==> src/rtl/matmul_engine_pkg.sv <==
// Shared definitions for the matrix-multiply engine: FSM states, bank select codes
// and the address-width helper.
package matmul_engine_pkg;

  typedef enum logic [2:0] {
    ST_IDLE  = 3'd0,
    ST_CLEAR = 3'd1,
    ST_MAC   = 3'd2,
    ST_WRITE = 3'd3,
    ST_DONE  = 3'd4
  } state_e;

  localparam logic [1:0] SEL_A = 2'd0;
  localparam logic [1:0] SEL_B = 2'd1;

  // A bank of N*N words needs at least one address bit, even for N=1.
  function automatic int addr_w(input int n);
    return (n * n > 1) ? $clog2(n * n) : 1;
  endfunction

endpackage

==> src/rtl/matmul_engine_bank.sv <==
// Register-file bank: async-cleared words, one synchronous write port and one
// combinational read port. Addresses at or beyond DEPTH are ignored on write and read as 0.
module matmul_engine_bank #(
  parameter int DW    = 32,
  parameter int AW    = 4,
  parameter int DEPTH = 16
) (
  input  logic          clk,
  input  logic          rst,
  input  logic          we_i,
  input  logic [AW-1:0] waddr_i,
  input  logic [DW-1:0] wdata_i,
  input  logic [AW-1:0] raddr_i,
  output logic [DW-1:0] rdata_o
);

  logic [DW-1:0] mem_q [DEPTH];

  always_ff @(posedge clk or posedge rst) begin
    if (rst) begin
      for (int w = 0; w < DEPTH; w++) begin
        mem_q[w] <= '0;
      end
    end else begin
      for (int w = 0; w < DEPTH; w++) begin
        if (we_i && (waddr_i == AW'(w))) begin
          mem_q[w] <= wdata_i;
        end
      end
    end
  end

  // Decoded mux so an out-of-range address never indexes past the array.
  always_comb begin
    rdata_o = '0;
    for (int w = 0; w < DEPTH; w++) begin
      if (raddr_i == AW'(w)) begin
        rdata_o = mem_q[w];
      end
    end
  end

endmodule

==> src/rtl/matmul_engine.sv <==
// NxN unsigned matrix multiplier C = A x B (mod 2^DW): host-loaded A/B banks,
// self-sequenced CLEAR/MAC/WRITE loop per element, registered C read port.
module matmul_engine
  import matmul_engine_pkg::*;
#(
  parameter  int N  = 4,
  parameter  int DW = 32,
  localparam int AW = addr_w(N)
) (
  input  logic          clk,
  input  logic          rst,
  input  logic          wr_en,
  input  logic [1:0]    wr_sel,
  input  logic [AW-1:0] wr_addr,
  input  logic [DW-1:0] wr_data,
  input  logic          start,
  output logic          busy,
  output logic          done,
  input  logic [AW-1:0] rd_addr,
  output logic [DW-1:0] rd_data
);

  localparam int            DEPTH = N * N;
  localparam logic [AW-1:0] N_A   = AW'(N);
  localparam logic [AW-1:0] LAST  = AW'(N - 1);

  state_e        state_q, state_d;
  logic [AW-1:0] i_q, i_d, j_q, j_d, k_q, k_d;
  logic [DW-1:0] acc_q, acc_d;
  logic [DW-1:0] rd_data_q;

  logic          a_we, b_we, c_we;
  logic [AW-1:0] a_raddr, b_raddr, c_waddr;
  logic [DW-1:0] a_rdata, b_rdata, c_rdata;
  logic [DW-1:0] prod;

  // Host writes only land while idle, so operands are frozen during compute.
  assign a_we = (state_q == ST_IDLE) && wr_en && (wr_sel == SEL_A);
  assign b_we = (state_q == ST_IDLE) && wr_en && (wr_sel == SEL_B);

  assign a_raddr = i_q * N_A + k_q;
  assign b_raddr = k_q * N_A + j_q;
  assign c_waddr = i_q * N_A + j_q;
  assign prod    = a_rdata * b_rdata;

  matmul_engine_bank #(.DW(DW), .AW(AW), .DEPTH(DEPTH)) u_bank_a (
    .clk     (clk),
    .rst     (rst),
    .we_i    (a_we),
    .waddr_i (wr_addr),
    .wdata_i (wr_data),
    .raddr_i (a_raddr),
    .rdata_o (a_rdata)
  );

  matmul_engine_bank #(.DW(DW), .AW(AW), .DEPTH(DEPTH)) u_bank_b (
    .clk     (clk),
    .rst     (rst),
    .we_i    (b_we),
    .waddr_i (wr_addr),
    .wdata_i (wr_data),
    .raddr_i (b_raddr),
    .rdata_o (b_rdata)
  );

  matmul_engine_bank #(.DW(DW), .AW(AW), .DEPTH(DEPTH)) u_bank_c (
    .clk     (clk),
    .rst     (rst),
    .we_i    (c_we),
    .waddr_i (c_waddr),
    .wdata_i (acc_q),
    .raddr_i (rd_addr),
    .rdata_o (c_rdata)
  );

  always_ff @(posedge clk or posedge rst) begin
    if (rst) begin
      state_q   <= ST_IDLE;
      i_q       <= '0;
      j_q       <= '0;
      k_q       <= '0;
      acc_q     <= '0;
      rd_data_q <= '0;
    end else begin
      state_q   <= state_d;
      i_q       <= i_d;
      j_q       <= j_d;
      k_q       <= k_d;
      acc_q     <= acc_d;
      rd_data_q <= c_rdata;
    end
  end

  always_comb begin
    state_d = state_q;
    i_d     = i_q;
    j_d     = j_q;
    k_d     = k_q;
    acc_d   = acc_q;
    c_we    = 1'b0;
    case (state_q)
      ST_IDLE: begin
        if (start) begin
          state_d = ST_CLEAR;
          i_d     = '0;
          j_d     = '0;
          k_d     = '0;
        end
      end
      ST_CLEAR: begin
        acc_d   = '0;
        k_d     = '0;
        state_d = ST_MAC;
      end
      ST_MAC: begin
        acc_d = acc_q + prod;
        if (k_q == LAST) begin
          k_d     = '0;
          state_d = ST_WRITE;
        end else begin
          k_d = k_q + 1'b1;
        end
      end
      ST_WRITE: begin
        c_we    = 1'b1;
        state_d = ST_CLEAR;
        if (j_q == LAST) begin
          j_d = '0;
          if (i_q == LAST) begin
            i_d     = '0;
            state_d = ST_DONE;
          end else begin
            i_d = i_q + 1'b1;
          end
        end else begin
          j_d = j_q + 1'b1;
        end
      end
      ST_DONE: begin
        state_d = ST_IDLE;
      end
      default: begin
        state_d = ST_IDLE;
      end
    endcase
  end

  assign busy    = (state_q == ST_CLEAR) || (state_q == ST_MAC) || (state_q == ST_WRITE);
  assign done    = (state_q == ST_DONE);
  assign rd_data = rd_data_q;

endmodule

==> config.mk <==
export PLATFORM = sky130hd
export DESIGN_NAME = matmul_engine
export DESIGN_NICKNAME = d
export VERILOG_FILES = /design/src/rtl/matmul_engine_pkg.sv /design/src/rtl/matmul_engine_bank.sv /design/src/rtl/matmul_engine.sv
export SDC_FILE = /design/constraint.sdc
export NUM_CORES = 2
export LEC_CHECK = 0
export CAP_MARGIN = 20
export CORE_ASPECT_RATIO = 1.2
export CORE_UTILIZATION = 35
export CTS_CLUSTER_DIAMETER = 30
export DETAILED_ROUTE_END_ITERATION = 6
export DONT_BUFFER_PORTS = 1
export MAX_ROUTING_LAYER = met4
export SLEW_MARGIN = 5
export SYNTH_ARGS = -nofsm -noshare
export SYNTH_HDL_FRONTEND = slang
export SYNTH_SLANG_ARGS = --single-unit
==> constraint.sdc <==
create_clock -name clk -period 49.8 [get_ports clk]
set_input_delay 7.47 -clock clk [delete_from_list [all_inputs] [get_ports clk]]
set_output_delay 7.47 -clock clk [all_outputs]
set_load 0.01 [all_outputs]
==> impl_table.tex <==
\begin{tabular}{lr}
\hline
Metric & Value \\
\hline
\multicolumn{2}{l}{\textbf{Global routing}} \\
\quad Number of global-route vias before repair & 67,854 \\
\quad Total Routing Usage GR & 0.233 \\
\quad Total congestion overflow after global routing & 0 \\
\quad First-pass GRT wire length & 437,000 um \\
\quad Antenna violations before repair & 10 \\
\quad Largest net degree at the start of global routing & approximately 200 \\
\multicolumn{2}{l}{\textbf{Synth}} \\
\quad Yosys cell types & 95 \\
\quad Main synth FF type & dfrtp\_1 \\
\quad Share of the yosys chip area belonging to registers & 0.457 \\
\quad Post-synthesis simple-gate area fraction & 0.0823 \\
\quad Flip-flop and latch count after synthesis & 1,615 \\
\quad Dominant combinational cell family by area after synthesis & multiplexers \\
\quad Netlist area before placement & 88,400 um\^{}2 \\
\quad Average size of a mapped cell & 11.3 um\^{}2 \\
\quad Share of the synthesized area in compound gates (AO/OA/AOI/OAI) & 0.106 \\
\quad Number of nets in the synthesized netlist & roughly 8,400 \\
\quad Yosys Warn Count & 0 \\
\quad Synth Instances & 7,810 \\
\quad Number of enable flip-flop cells after synthesis & 0 \\
\quad Parity-gate share of the synthesized area counting xor and xnor cells & 0.0105 \\
\quad Post-Synth Adder-Cell Area & 0.118 \\
\quad Portion of netlist area occupied by mux cells & 0.176 \\
\quad Share of synthesized flip-flops with an asynchronous set or reset & 1.00 \\
\multicolumn{2}{l}{\textbf{Route}} \\
\quad Routed length per instance & 25.3 um \\
\quad Met1 Routed Length & 117,000 um \\
\quad First-pass detailed-route iteration total & 7 \\
\quad Highest metal layer used by the detailed router & met4 \\
\quad Wire length on met2 & 137,000 um \\
\quad Drt drc & 1 \\
\quad Drt initial violations & 5,013 \\
\quad Post-DRT Antenna Nets & 0 \\
\quad Met3 WL post-DR & 19,000 um \\
\quad Detailed-route via count & approximately 64,000 \\
\quad Detailed Route WL & 289,000 um \\
\quad Average via count per standard cell & 5.59 \\
\multicolumn{2}{l}{\textbf{Setup path}} \\
\quad Slowest cell delay on critical path & $\sim$1.0 ns \\
\quad Startpoint kind of the worst setup timing path & flop \\
\quad Slack of the worst reg-to-reg path & 37.69 ns \\
\quad Required time reported for the critical path endpoint & 50.49 ns \\
\quad Cell type with the highest occurrence count on the critical path & fa\_1 \\
\quad Kind of end point of the critical path & flop \\
\quad Max Fanout on Critical Path & 32 \\
\quad Worst r2r path cells & 34 \\
\quad Slowest stage cell on the critical path & a2111oi\_0 \\
\quad Data arrival time of the worst path & 12.80 ns \\
\quad Type of the setup path with the least slack & reg2reg \\
\multicolumn{2}{l}{\textbf{Placement}} \\
\quad Final estimated routing congestion in global placement & 0.890 \\
\quad Number of buffer cells added on primary ports & 0 \\
\quad Number of cells in the design after placement & 10,808 \\
\quad Detailed Place HPWL & around 180,000 um \\
\quad Post-placement setup slack & 37.21 ns \\
\multicolumn{2}{l}{\textbf{Worst hold path}} \\
\quad Path class of the lowest-slack min-delay path & reg2reg \\
\quad Number of cells on the worst hold path & 2 \\
\multicolumn{2}{l}{\textbf{Clocking}} \\
\quad Post-CTS Hold Buffers & 0 \\
\quad Post-CTS resize count & 0 \\
\quad Clk pin slew, worst setup/hold paths & 0.04 ns \\
\quad TritonCTS Buffers & roughly 340 \\
\quad Number of clock sinks seen by CTS & between 1,500 and 2,000 \\
\quad Clock tree from TritonCTS & built \\
\quad Clock latency on the worst-skew pair & 0.90 ns \\
\quad H-tree lvl count & 5 \\
\quad Root buffer selected by CTS & clkbuf\_16 \\
\quad Postcts setup bufs & 0 \\
\quad CTS max path bufs & 4 \\
\multicolumn{2}{l}{\textbf{Final layout}} \\
\quad Fraction of layout instances using a drive strength above 1 & 0.291 \\
\quad Post-route non-filler standard cell count & 11,428 \\
\quad Area Overhead vs Synth & 18.0\% \\
\quad Filler Cells Inserted & 23,692 \\
\quad Utilization of the core after routing & 0.416 \\
\quad Final net count & $\sim$8,400 \\
\multicolumn{2}{l}{\textbf{Outcome}} \\
\quad Failing checks & DRC \\
\quad Status & finished, violations left \\
\multicolumn{2}{l}{\textbf{Pwr}} \\
\quad Static leakage & around 50 nW \\
\quad Max rail drop VDD & around 0.00019 V \\
\quad Pwr per Cell Area & 81.9 nW/um\^{}2 \\
\quad Final Total Pwr & 8.54 mW \\
\multicolumn{2}{l}{\textbf{Die}} \\
\quad Die height & around 550 um \\
\quad Die Outline Area & 254,000 um\^{}2 \\
\quad Chip width & 461 um \\
\quad Std cell rows & 201 \\
\quad Initial standard-cell utilization of the core & 0.353 \\
\quad Number of I/O pins & 80 \\
\quad Area of the core & 250,000 um\^{}2 \\
\multicolumn{2}{l}{\textbf{Timing}} \\
\quad FMAX & between 80 and 90 MHz \\
\quad Summed negative setup slack over all endpoints & 0 ns \\
\quad Final setup viols & 0 \\
\quad Worst clock skew on the final layout & 0.119 ns \\
\quad Clock period minus final worst setup slack & 12.11 ns \\
\quad Fin crit share & 0.243 \\
\quad Remaining max-slew budget at the tightest pin & 0.196 \\
\quad Setup slack of the critical path after layout & 37.69 ns \\
\quad Least-Margin Pin Slew & 1.18 ns \\
\quad Unrepaired setup endpoints after global routing & false \\
\quad Number of hold-slack violations in the final timing report & 0 \\
\quad Final slew viol count & 0 \\
\multicolumn{2}{l}{\textbf{Run}} \\
\quad Maximum capacitance violations & 0 \\
\hline
\end{tabular}
==> cell usage after synthesis, types with 75 or more instances <==
master / instances / area share
nand2_1: 448 / 0.019
dfrtp_1: 1615 / 0.46
a22oi_1: 100 / 0.0085
nand3_1: 116 / 0.0066
nand2b_1: 81 / 0.0057
nor3_1: 90 / 0.0051
a221oi_1: 104 / 0.010
nor2_1: 633 / 0.027
ha_1: 136 / 0.019
buf_1: 75 / 0.0032
mux2_2: 1378 / 0.18
a21oi_1: 351 / 0.020
fa_1: 438 / 0.099
clkbuf_1: 447 / 0.019
inv_1: 516 / 0.022
o21ai_0: 336 / 0.019
==> metal layers <==
layer  vias up  track usage
li1      27180            -
met1     33522        0.287
met2      2503        0.371
met3       696       0.0402
met4         0        0.114
met5         -            -
==> worst max-delay path, delay by kind of cell, from the launching register on <==
kind | cells | cell delay [ns]
compound gates | 13 | 4.20
simple gates | 4 | 1.42
buf+inv | 6 | 0.81
xor+xnor | 1 | 0.16
flops | 1 | 0.63
fa+ha+maj | 10 | 4.70
==> layout make-up <==
| type | count | area, um^2 | area share |
|---|---|---|---|
| inverter | 536 | 2020 | 0.0193 |
| timing repair buffer | 231 | 1870 | 0.0179 |
| clock buffer | 443 | 9500 | 0.0911 |
| sequential | 1615 | 40400 | 0.388 |
| clock inverter | 169 | 2240 | 0.0215 |
| tap | 3349 | 4190 | 0.0402 |
| multi-input combinational | 5081 | 44000 | 0.422 |
| antenna | 4 | 10.0 | 0.0000960 |
==> final timing paths <==
kind | start | endpoint
min reg2reg | u_bank_c.mem_q[160] | rd_data[0]
min | u_bank_c.mem_q[160] | rd_data[0]
max reg2reg | k_q[1] | acc_q[31]
max | k_q[1] | acc_q[31]
min in group asynchronous | rst | u_bank_c.mem_q[48]
max in group asynchronous | rst | u_bank_b.mem_q[50]
==> where the power goes <==
group	internal [mW]	leakage (nW)	switching, mW	total (mW)
clock network	1.54	5.73	0.749	2.29
registers	1.53	22.2	0.154	1.69
logic	1.76	21.8	2.81	4.57
==> layout by cell type, fill, tap and decap left out, drive strengths merged, types with 81 or more instances in the layout <==
cell    count
a221oi    106
nand3     117
nor3       96
fa        438
mux2     1378
a22oi     101
ha        136
clkbuf    443
nand2b     81
o21ai     343
nand2     448
dfrtp    1615
nor2      639
inv       527
a21oi     351
clkinv    115
buf       231
==> state kept, by name, summed over array words and instances, names as in the netlist <==
| signal | count |
|---|---|
| k_q | 4 |
| state_q | 3 |
| u_bank_a.mem_q | 512 |
| rd_data | 32 |
| i_q | 4 |
| u_bank_b.mem_q | 512 |
| acc_q | 32 |
| j_q | 4 |
| u_bank_c.mem_q | 512 |
==> through the flow <==
step	hold slack (ns)	cell area, um^2
3_5_place_dp	0.467	92400
6_report	0.470	104000
3_3_place_gp	0.456	92400
5_1_grt	0.491	104000
4_1_cts	0.467	104000
2_1_floorplan	0.445	88400
==> cells by family (layout without fill, tap and decap cells) <==
logic type / count (synthesis) / in the layout
AOI/OAI and AO/OA: 1421 / 1421
xor gates and xnor gates: 87 / 87
adders and majority gates: 574 / 574
buffers and inverters: 1114 / 1379
DFF: 1615 / 1615
muxes: 1384 / 1384
other: 0 / 4
and+or+nand+nor: 1615 / 1615
Power figures use the tool's default switching activity.
